===== config.mk =====
export PLATFORM = sky130hd
export DESIGN_NAME = cliff_game_ctrl_flat
export DESIGN_NICKNAME = d
export VERILOG_FILES = /design/src/rtl/cliff_pkg.sv /design/src/rtl/cliff_game_ctrl_if.sv /design/src/rtl/cliff_tick_gen.sv /design/src/rtl/cliff_game_ctrl.sv /design/src/flat_wrapper.sv
export SDC_FILE = /design/constraint.sdc
export NUM_CORES = 1
export LEC_CHECK = 0
export CORE_MARGIN = 10
export CORE_UTILIZATION = 60
export CTS_BUF_LIST = sky130_fd_sc_hd__clkbuf_8
export DETAILED_ROUTE_END_ITERATION = 10
export PLACE_DENSITY_LB_ADDON = 0.12
export SLEW_MARGIN = 20
export SYNTH_ARGS = -nofsm -noshare
export SYNTH_HDL_FRONTEND = slang
export SYNTH_SLANG_ARGS = --single-unit

===== constraint.sdc =====
create_clock -name clk -period 3.21 [get_ports clk]
set_input_delay 0.642 -clock clk [delete_from_list [all_inputs] [get_ports clk]]
set_output_delay 0.642 -clock clk [all_outputs]
set_load 0.005 [all_outputs]

===== src/rtl/cliff_pkg.sv =====
// Shared types and constants for the cliff game sequencer.
package cliff_pkg;

  typedef enum logic [1:0] {
    ST_IDLE = 2'd0,
    ST_RUN  = 2'd1,
    ST_LOSE = 2'd2
  } state_e;

  typedef enum logic [1:0] {
    DIR_NONE  = 2'd0,
    DIR_LEFT  = 2'd1,
    DIR_RIGHT = 2'd2
  } dir_e;

  localparam int unsigned START_IDX = 7;
  localparam int unsigned GROUP_W   = 3;
  localparam int unsigned SPEED_MAX = 2;
  localparam int unsigned POS_MIN   = 1;
  localparam int unsigned POS_MAX   = 14;

endpackage


===== src/rtl/cliff_game_ctrl_if.sv =====
// Button pulses, cliff bounds and status/display outputs of the game sequencer.
interface cliff_game_ctrl_if;
  logic        start_p;
  logic        left_p;
  logic        right_p;
  logic        faster_p;
  logic        slower_p;
  logic [2:0]  bound_l;
  logic [2:0]  bound_r;
  logic [1:0]  state;
  logic [3:0]  pos;
  logic [1:0]  speed;
  logic [1:0]  dir;
  logic        game_tick;
  logic        lose;
  logic [15:0] led;

  modport master (
    output start_p, left_p, right_p, faster_p, slower_p, bound_l, bound_r,
    input  state, pos, speed, dir, game_tick, lose, led
  );

  modport slave (
    input  start_p, left_p, right_p, faster_p, slower_p, bound_l, bound_r,
    output state, pos, speed, dir, game_tick, lose, led
  );
endinterface


===== src/rtl/cliff_tick_gen.sv =====
// Speed-selected game tick: reloadable down-counter, one-cycle pulse at zero.
module cliff_tick_gen #(
  parameter int unsigned TICK_SLOW = 50_000_000,
  parameter int unsigned TICK_MED  = 12_500_000,
  parameter int unsigned TICK_FAST = 5_000_000
) (
  input  logic       clk,
  input  logic       rst_n,
  input  logic       i_en,
  input  logic       i_load,
  input  logic [1:0] i_speed,
  output logic       o_tick
);

  localparam int unsigned P_MAX0 = (TICK_SLOW > TICK_MED) ? TICK_SLOW : TICK_MED;
  localparam int unsigned P_MAX  = (P_MAX0 > TICK_FAST) ? P_MAX0 : TICK_FAST;
  localparam int unsigned CNT_W  = $clog2(P_MAX);

  logic [CNT_W-1:0] r_cnt;
  logic [CNT_W-1:0] w_reload;
  logic             r_tick;

  // Reload value for the currently selected speed.
  always_comb begin
    w_reload = CNT_W'(TICK_FAST - 1);
    case (i_speed)
      2'd0:    w_reload = CNT_W'(TICK_SLOW - 1);
      2'd1:    w_reload = CNT_W'(TICK_MED - 1);
      default: w_reload = CNT_W'(TICK_FAST - 1);
    endcase
  end

  // Down-counter; disabled means cleared so no tick can be pending.
  always_ff @(posedge clk or negedge rst_n) begin
    if (!rst_n) begin
      r_cnt  <= '0;
      r_tick <= 1'b0;
    end else if (i_load) begin
      r_cnt  <= w_reload;
      r_tick <= 1'b0;
    end else if (i_en) begin
      if (r_cnt == '0) begin
        r_cnt  <= w_reload;
        r_tick <= 1'b1;
      end else begin
        r_cnt  <= r_cnt - 1'b1;
        r_tick <= 1'b0;
      end
    end else begin
      r_cnt  <= '0;
      r_tick <= 1'b0;
    end
  end

  assign o_tick = r_tick;

endmodule


===== src/rtl/cliff_game_ctrl.sv =====
// Cliff game sequencer: game FSM, player position/speed/drift, lose check, LED frame.
module cliff_game_ctrl
  import cliff_pkg::*;
#(
  parameter int unsigned TICK_SLOW  = 50_000_000,
  parameter int unsigned TICK_MED   = 12_500_000,
  parameter int unsigned TICK_FAST  = 5_000_000,
  parameter int unsigned START_IDX  = cliff_pkg::START_IDX,
  parameter int unsigned BLINK_HALF = 5_000_000
) (
  input  logic              clk,
  input  logic              rst_n,
  cliff_game_ctrl_if.slave  bus
);

  localparam int unsigned BLINK_W   = $clog2(BLINK_HALF + 1);
  localparam logic [3:0]  START_POS = 4'(START_IDX);

  state_e             r_state;
  dir_e               r_dir;
  logic [3:0]         r_pos;
  logic [1:0]         r_speed;
  logic               r_lose;
  logic               r_phase;
  logic [BLINK_W-1:0] r_blink;

  logic [3:0]  w_cliff_l;
  logic [3:0]  w_cliff_r;
  logic        w_hit;
  logic        w_tick;
  logic        w_tick_en;
  logic        w_tick_load;
  logic [1:0]  w_speed_nxt;
  logic [3:0]  w_pos_tick;
  logic [15:0] w_people;
  logic [15:0] w_led;

  assign w_cliff_l   = 4'd15 - {1'b0, bus.bound_l};
  assign w_cliff_r   = {1'b0, bus.bound_r};
  assign w_hit       = (r_pos >= w_cliff_l) || (r_pos <= w_cliff_r);
  // Abort and lose both leave RUN, so the tick must not fire on that edge.
  assign w_tick_en   = (r_state == ST_RUN) && !bus.start_p && !w_hit;
  assign w_tick_load = (r_state == ST_IDLE) && bus.start_p;

  cliff_tick_gen #(
    .TICK_SLOW (TICK_SLOW),
    .TICK_MED  (TICK_MED),
    .TICK_FAST (TICK_FAST)
  ) u_tick (
    .clk     (clk),
    .rst_n   (rst_n),
    .i_en    (w_tick_en),
    .i_load  (w_tick_load),
    .i_speed (r_speed),
    .o_tick  (w_tick)
  );

  // Saturating speed update; faster wins when both pulses arrive.
  always_comb begin
    w_speed_nxt = r_speed;
    if (bus.faster_p) begin
      if (r_speed < 2'(SPEED_MAX)) w_speed_nxt = r_speed + 2'd1;
    end else if (bus.slower_p && (r_speed != '0)) begin
      w_speed_nxt = r_speed - 2'd1;
    end
  end

  // Position after a game tick in the current drift direction.
  always_comb begin
    w_pos_tick = r_pos;
    if (r_dir == DIR_LEFT)       w_pos_tick = r_pos + 4'd1;
    else if (r_dir == DIR_RIGHT) w_pos_tick = r_pos - 4'd1;
  end

  // Game FSM with position, speed, drift, lose flag and blink phase.
  always_ff @(posedge clk or negedge rst_n) begin
    if (!rst_n) begin
      r_state <= ST_IDLE;
      r_pos   <= START_POS;
      r_speed <= '0;
      r_dir   <= DIR_NONE;
      r_lose  <= 1'b0;
      r_phase <= 1'b0;
      r_blink <= '0;
    end else begin
      case (r_state)
        ST_IDLE: begin
          r_speed <= w_speed_nxt;
          if (bus.start_p) begin
            r_state <= ST_RUN;
            r_dir   <= DIR_NONE;
          end else if (bus.left_p) begin
            if (r_pos < 4'(POS_MAX)) r_pos <= r_pos + 4'd1;
          end else if (bus.right_p) begin
            if (r_pos > 4'(POS_MIN)) r_pos <= r_pos - 4'd1;
          end
        end
        ST_RUN: begin
          r_speed <= w_speed_nxt;
          if (bus.start_p) begin
            r_state <= ST_IDLE;
            r_pos   <= START_POS;
            r_dir   <= DIR_NONE;
          end else if (w_hit) begin
            r_state <= ST_LOSE;
            r_dir   <= DIR_NONE;
            r_lose  <= 1'b1;
            r_phase <= 1'b1;
            r_blink <= '0;
          end else begin
            if (w_tick) r_pos <= w_pos_tick;
            if (bus.left_p)       r_dir <= DIR_LEFT;
            else if (bus.right_p) r_dir <= DIR_RIGHT;
          end
        end
        ST_LOSE: begin
          if (bus.start_p) begin
            r_state <= ST_IDLE;
            r_pos   <= START_POS;
            r_speed <= '0;
            r_dir   <= DIR_NONE;
            r_lose  <= 1'b0;
            r_phase <= 1'b0;
            r_blink <= '0;
          end else if (r_blink == BLINK_W'(BLINK_HALF - 1)) begin
            r_blink <= '0;
            r_phase <= ~r_phase;
          end else begin
            r_blink <= r_blink + 1'b1;
          end
        end
        default: r_state <= ST_IDLE;
      endcase
    end
  end

  // Three-wide player group centred on pos; bits outside 0..15 fall off.
  always_comb begin
    w_people = '0;
    for (int unsigned i = 0; i < 16; i++) begin
      w_people[i] = ({1'b0, r_pos} == 5'(i + 1)) ||
                    ({1'b0, r_pos} == 5'(i)) ||
                    (({1'b0, r_pos} + 5'd1) == 5'(i));
    end
  end

  // LED frame selected by game state.
  always_comb begin
    w_led = '0;
    case (r_state)
      ST_IDLE: w_led = w_people | (16'd1 << w_cliff_l) | (16'd1 << w_cliff_r);
      ST_RUN:  w_led = w_people;
      ST_LOSE: w_led = r_phase ? '1 : '0;
      default: w_led = '0;
    endcase
  end

  assign bus.state     = r_state;
  assign bus.pos       = r_pos;
  assign bus.speed     = r_speed;
  assign bus.dir       = r_dir;
  assign bus.game_tick = w_tick;
  assign bus.lose      = r_lose;
  assign bus.led       = w_led;

endmodule


===== src/flat_wrapper.sv =====
// flat-port wrapper written by rule: the top's interface ports become plain ports
module cliff_game_ctrl_flat import cliff_pkg::*;
#(
  parameter int unsigned TICK_SLOW  = 50_000_000,
  parameter int unsigned TICK_MED   = 12_500_000,
  parameter int unsigned TICK_FAST  = 5_000_000,
  parameter int unsigned START_IDX  = cliff_pkg::START_IDX,
  parameter int unsigned BLINK_HALF = 5_000_000
)
  (clk, rst_n, bus_start_p, bus_left_p, bus_right_p, bus_faster_p, bus_slower_p, bus_bound_l, bus_bound_r, bus_state, bus_pos, bus_speed, bus_dir, bus_game_tick, bus_lose, bus_led);
  cliff_game_ctrl_if bus_i ();
  input  logic clk;
  input  logic rst_n;
  input wire logic [$bits(bus_i.start_p)-1:0] bus_start_p;
  input wire logic [$bits(bus_i.left_p)-1:0] bus_left_p;
  input wire logic [$bits(bus_i.right_p)-1:0] bus_right_p;
  input wire logic [$bits(bus_i.faster_p)-1:0] bus_faster_p;
  input wire logic [$bits(bus_i.slower_p)-1:0] bus_slower_p;
  input wire logic [$bits(bus_i.bound_l)-1:0] bus_bound_l;
  input wire logic [$bits(bus_i.bound_r)-1:0] bus_bound_r;
  output wire logic [$bits(bus_i.state)-1:0] bus_state;
  output wire logic [$bits(bus_i.pos)-1:0] bus_pos;
  output wire logic [$bits(bus_i.speed)-1:0] bus_speed;
  output wire logic [$bits(bus_i.dir)-1:0] bus_dir;
  output wire logic [$bits(bus_i.game_tick)-1:0] bus_game_tick;
  output wire logic [$bits(bus_i.lose)-1:0] bus_lose;
  output wire logic [$bits(bus_i.led)-1:0] bus_led;
  assign bus_i.start_p = bus_start_p;
  assign bus_i.left_p = bus_left_p;
  assign bus_i.right_p = bus_right_p;
  assign bus_i.faster_p = bus_faster_p;
  assign bus_i.slower_p = bus_slower_p;
  assign bus_i.bound_l = bus_bound_l;
  assign bus_i.bound_r = bus_bound_r;
  assign bus_state = bus_i.state;
  assign bus_pos = bus_i.pos;
  assign bus_speed = bus_i.speed;
  assign bus_dir = bus_i.dir;
  assign bus_game_tick = bus_i.game_tick;
  assign bus_lose = bus_i.lose;
  assign bus_led = bus_i.led;
  cliff_game_ctrl #(.TICK_SLOW(TICK_SLOW), .TICK_MED(TICK_MED), .TICK_FAST(TICK_FAST), .START_IDX(START_IDX), .BLINK_HALF(BLINK_HALF)) u_core (.clk(clk), .rst_n(rst_n), .bus(bus_i));
endmodule

Word-level counts from Yosys, hierarchy flattened
Cells that the tools add are included.

Flip-flop bits (word level): 62. Input port bits: 13.

$add $sub $neg: 8. Order comparisons: 5. Equal/unequal tests: 53. Shift-type cells: 2. Multiplexer cells: 47. Bitwise operators: 3. Reductions and logical operators: 57.

Operators by type and width (number): 23-bit two-way mux (4); 26-bit two-way mux (3); 26-bit one-hot mux with 2 select lines (1); 16-bit one-hot mux with 3 select lines (1); 23-bit one-hot mux with 2 select lines (1); 4-bit two-way mux (11); 5-bit by 4-bit equality test with 1-bit output (second input constant) (8); 4-bit equality test (second input constant) (8); 1-bit logical OR (32); 16-bit OR (2); 26-bit logical NOT (1); 26-bit by 1-bit subtractor with 26-bit output (second input constant) (1); 23-bit by 1-bit adder with 23-bit output (second input constant) (1); 23-bit equality test (second input constant) (1); 2-bit two-way mux (11); 5-bit by 3-bit equality test with 1-bit output (second input constant) (4); 4-bit by 3-bit equality test with 1-bit output (second input constant) (4); 16-bit two-way mux (1); 1-bit by 3-bit << shifter with 16-bit output (first input constant) (1); 1-bit by 4-bit << shifter with 16-bit output (first input constant) (1); 3-bit != test (second input constant) (5); 4-bit one-hot mux with 3 select lines (1); 4-bit AND reduction (3); 5-bit by 2-bit equality test with 1-bit output (second input constant) (2); other kinds (37) (67).

Longest topological paths before layout
Depth after elaboration: 7. Mapped depth: 10. Gate-level depth less buffers: 8.

Modules after synthesis
Synthesis repeated with hierarchy kept, for this count alone.

Cells, all modules: 569. Area total of the unflattened synthesis: 4707.0 µm².

By module, submodules not included: cliff_game_ctrl (instances 1, cells an instance 415, area each 3194.3 µm²); cliff_tick_gen (instances 1, cells an instance 154, area each 1512.7 µm²).

Least setup slack after synthesis
OpenSTA, ideal clock, no wires.

Path kind: register -> register. Start: reg u_core.r_pos[0] (netlist: u_core.bus.pos[0]). End: reg u_core.r_pos[2] (netlist: u_core.bus.pos[2]). Arrival time: 2570 ps. Data required time: 3150 ps. Setup slack: 579 ps. Cell stages (with the launch flop): 10. Buffers on the path: 1. Period minus slack after synthesis: 2631 ps. Path through: dfstp_2 inv_1 ha_1 nand2b_1 a2111oi_4 a211oi_4 or3_1 buf_2 nor4_1 a211o_1.

Cells in the longest elaborated chain, start to end: 7. Elaborated cells on any way between the ends: 22. Classes of those cells: add/sub: 2; order compare: 4; eq/ne: 3; mux: 11; reduce/logical: 2.

Ends and longest elaborated chain: start, declared (RTL line cliff_game_ctrl.sv:21) `logic [3:0] r_pos;`; start signal, assigned (RTL line cliff_game_ctrl.sv:93) `if (r_pos < 4'(POS_MAX)) r_pos <= r_pos + 4'd1;`; start signal, assigned (RTL line cliff_game_ctrl.sv:95) `if (r_pos > 4'(POS_MIN)) r_pos <= r_pos - 4'd1;`; start signal, assigned (RTL line cliff_game_ctrl.sv:111) `if (w_tick) r_pos <= w_pos_tick;`; 4-bit by 1-bit subtractor with 4-bit output (RTL line cliff_game_ctrl.sv:72, cliff_game_ctrl.sv:95); 4-bit two-way mux (RTL line cliff_game_ctrl.sv:72) `else if (r_dir == DIR_RIGHT) w_pos_tick = r_pos - 4'd1;`; 4-bit two-way mux (RTL line cliff_game_ctrl.sv:71) `if (r_dir == DIR_LEFT) w_pos_tick = r_pos + 4'd1;`; 4-bit two-way mux (RTL line cliff_game_ctrl.sv:111); 4-bit two-way mux (RTL line cliff_game_ctrl.sv:104) `end else if (w_hit) begin`; 4-bit two-way mux (RTL line cliff_game_ctrl.sv:100) `if (bus.start_p) begin`; 4-bit one-hot mux with 3 select lines (RTL line cliff_game_ctrl.sv:86) `case (r_state)`.

Several ways; a longest one is shown, not always the timed one. The select of a mux whose other input is x is not followed. A chain may end at the register's enable or synchronous reset.

Worst setup path in the final report
Start: reg u_core.r_pos[0] (netlist: u_core.bus.pos[0]). End: out bus_led[8].

Cells in the longest elaborated chain, start to end: 6. Elaborated cells on any way between the ends: 9. Classes of those cells: add/sub: 1; eq/ne: 3; mux: 1; bitwise: 2; reduce/logical: 2.

Ends and longest elaborated chain: 4-bit by 1-bit adder with 5-bit output, or another cell as far along (RTL line cliff_game_ctrl.sv:143) `(({1'b0, r_pos} + 5'd1) == 5'(i));`; 5-bit by 4-bit equality test with 1-bit output / 1-bit logical OR (equally long branches) (RTL line cliff_game_ctrl.sv:143, cliff_game_ctrl.sv:141); 1-bit logical OR * (RTL line cliff_game_ctrl.sv:142) `({1'b0, r_pos} == 5'(i)) ||`; 16-bit OR (2 in series) (RTL line cliff_game_ctrl.sv:151) `ST_IDLE: w_led = w_people | (16'd1 << w_cliff_l) | (16'd1 << w_cliff_r);`; 16-bit one-hot mux with 3 select lines * (RTL line cliff_game_ctrl.sv:150) `case (r_state)`; end, declared (RTL line flat_wrapper.sv:27) `output wire logic [$bits(bus_i.led)-1:0] bus_led;`.

Every way passes the cells marked *; elsewhere a longest branch is shown, timed or not.

==> metrics.txt <==
critical path buffer and inverter count=2; Final nets=657; TritonRoute pass-1 iters=5; vias in the first global route=4,537; initial antenna violation count=0; routed wl met2=6684 microns; DRT iter0 DRCs=319; critical path endpoint category=output port; Clk pwr share=0.127; CTS Sinks=62; Vias/cell=6.295; cell breakdown of the critical path=buf_4 > ha_2 > nor2_2 > a21boi_0 > o22ai_1 > nand2_1 > a31oi_2 > clkdlybuf4s50_1; Worst path top cell family by delay=buffers and inverters; Final Instance Area=0.005734 sq mm; P_leak=0.002502 uW; Clk Tree Root Cell=clkbuf_8; clock buffer depth=2; CTS H-tree depth=3; status=completed; RSZ-0062 raised after global routing=true; CTS buffer count=9; Area Overhead vs Synth=21.02%; R2R Setup Slk=0.25 ns; final antenna-violating net count=0; wire per inst=18.55 microns; worst hold path class=input port to asynchronous set/reset pin; placed inst area=0.005363 sq mm; Ports=41; worst reg-to-reg path cell count=10; initial core utilization=0.6164; P_int=3038 uW; layout cells sized above 1=0.1691; routability cong.=0.9493; Mapped Avg Cell Area=8.372 sq um; EDFF count, synth=0; Final Hold Viols=0; Setup crit end=bus_led[8]; Reg area=0.001556 sq mm; Filler Cells Inserted=591; Mapped Nets=601; row cnt=32; total core area=0.007687 sq mm; ant diodes=0; max_slew headroom=0.4372; Reg power frac=0.229; multi-input logic area=0.003047 sq mm; final period utilization=0.9943; critical path depth in cells=8; post-DP HPWL=9924 microns; Worst R2R Start=u_core.bus.pos[0]$_DFFE_PN1P_; skew final=0.01250 ns; CTS tree=yes; first-pass GRT wire length=22,310 microns; pwr dens=988.4 mW/mm^2; Place WS=0.03735 ns; Max Cap Viol=0; Residual DRC=0; number of distinct library cells after synthesis=76; Psw=2630 uW; Combinational Power Share=0.643; final max-slew violation count=0; DR top layer=met4; Die ar.=0.01185 sq mm; M1 WL=5740 microns; Worst setup SP type=flop; setup ws final=0.01814 ns; Max Clk Rate=313.3 MHz; Die Wd=108.9 microns; RR Endpoint=u_core.bus.dir[1]$_DFFE_PN0P_; post-layout util=0.7459; Sw Share=0.4640; PortBufs=40; via count=4,589; CP startpoint=u_core.bus.pos[0]$_DFFE_PN1P_; Final setup viols=0; maximum vdd ir drop=0.6536 mV; WL final=13,520 microns; FFs w/ async S/R, synth=1.000; post-layout minimum cycle time=3.192 ns; Slew @ Worst Pin=0.8442 ns; crit path DAT=2.55 ns; post-synthesis cell count=566; CP max FO=6; Clock Latency Late Sink=0.35 ns; critical path type=flop to output port; largest net degree at the start of global routing=63; gr ovfl total=0; Synth Register Bits=62; max incr delay on CP=0.66 ns; register area share after synthesis=0.3282; top_reg_cell synth=dfrtp_1; most frequent cells in the layout=nor2_1, dfrtp_1, nand2_1; clk slew on worst S/H paths=0.08 ns; total track usage=0.2306; synth warn=0; Post-Syn Area=0.004738 sq mm; Die H=108.9 microns; Required @ worst endpoint=2.57 ns; wire length on met3=920 microns; most common cell after layout, fill and taps aside=nor2_1; CP max stage cell=dfstp_2
[flip-flops by register name (all words and copies together) (netlist names)]
register / count
u_core.bus.state: 2
u_core.bus.pos: 4
u_core.bus.dir: 2
u_core.r_phase: 1
u_core.u_tick.o_tick: 1
u_core.r_blink: 23
u_core.bus.speed: 2
u_core.bus.lose: 1
u_core.u_tick.r_cnt: 26
[cells in the mapped netlist, types with 3 or more instances]
cell,number,area share
a21oi_1,38,0.040
a22o_1,3,0.0055
a22oi_1,5,0.0079
a31oi_1,16,0.021
and2_1,7,0.0092
and3_1,7,0.0092
buf_2,10,0.011
clkbuf_1,18,0.014
dfrtp_1,59,0.31
dfstp_2,3,0.017
ha_1,22,0.058
inv_1,25,0.020
mux2i_1,7,0.015
nand2_1,41,0.032
nand2b_1,14,0.018
nand3_1,14,0.015
nand4_1,7,0.0092
nor2_1,63,0.050
nor2b_1,8,0.011
nor3_1,13,0.014
nor4_1,6,0.0079
nor4_2,3,0.0079
o2111ai_1,4,0.0074
o21ai_0,41,0.043
o22ai_1,16,0.021
o31ai_1,11,0.017
or2_2,4,0.0053
or3_1,7,0.0092
or4_1,4,0.0063
xnor2_1,14,0.026
xor2_1,16,0.030
[routing by layer]
layer | track usage | vias to the layer above
li1 | - | 2169
met1 | 0.2863 | 2209
met2 | 0.4010 | 192
met3 | 0.04484 | 19
met4 | 0.05744 | 0
met5 | 0 | -
[repair_timing]
action | 4_1_cts | 5_1_grt
setup endpoints to repair | 12 | 16
cloned | 0 | 0
pin swaps | 1 | 5
hold buffers | 0 | 0
hold endpoints to repair | 0 | 0
setup buffers | 2 | 3
gates resized for setup | 10 | 29
[area by class of cell]
class | instances | share of cell area
Clock buffer | 9 | 0.02160
Clock inverter | 7 | 0.01418
Inverter | 26 | 0.01746
Multi-Input combinational cell | 448 | 0.5313
Sequential cell | 62 | 0.2714
Tap cell | 102 | 0.02226
Timing Repair Buffer | 75 | 0.1218
[per-stage QoR]
stage	hold slack [ns]	cells	total power [uW]	TNS, ns
2_1_floorplan	0.3464	566	3466	0
3_3_place_gp	0.4889	708	4636	0
3_5_place_dp	0.4925	708	4714	0
4_1_cts	0.4774	726	5546	-0.007353
5_1_grt	0.5099	729	6060	-0.2611
6_report	0.4543	729	5668	0
[power groups by stage]
| stage | clock [uW] | sequential, uW | combinational, uW |
|---|---|---|---|
| 2_1_floorplan | 0 | 1230 | 2230 |
| 3_3_place_gp | 0 | 1280 | 3350 |
| 3_5_place_dp | 0 | 1300 | 3420 |
| 4_1_cts | 732 | 1280 | 3530 |
| 5_1_grt | 757 | 1330 | 3970 |
| 6_report | 721 | 1300 | 3650 |
[worst min path at each step]
| stage | start | to | slack [ns] | depth (start not counted) |
|---|---|---|---|---|
| final | rst_n | u_core.u_tick.r_cnt[10]$_DFF_PN0_ | 0.45 | 2 |
| after global routing | rst_n | u_core.u_tick.r_cnt[16]$_DFF_PN0_ | 0.51 | 2 |
| after CTS | rst_n | u_core.u_tick.r_cnt[10]$_DFF_PN0_ | 0.48 | 2 |
| after detailed placement | u_core.r_blink[1]$_DFFE_PN0P_ | u_core.r_blink[1]$_DFFE_PN0P_ | 0.49 | 2 |
| after global placement | u_core.r_blink[1]$_DFFE_PN0P_ | u_core.r_blink[1]$_DFFE_PN0P_ | 0.49 | 2 |
| after floorplan | rst_n | u_core.bus.dir[0]$_DFFE_PN0P_ | 0.35 | 0 |
[cells by family (layout without fill, tap and decap cells)]
family                   count (synthesis)  count (layout)  share of synthesized area
buffers and inverters                   56             117                    0.04991
flip-flops                              62              62                     0.3282
XOR/XNOR                                31              31                    0.05889
multiplexers                             9               9                    0.01954
AND/OR/NAND/NOR                        217             217                     0.2466
adder cells (fa/ha/maj)                 22              22                    0.05809
AO/OA/AOI/OAI                          169             169                     0.2387
Note: power is estimated with default switching activity, not from simulation.
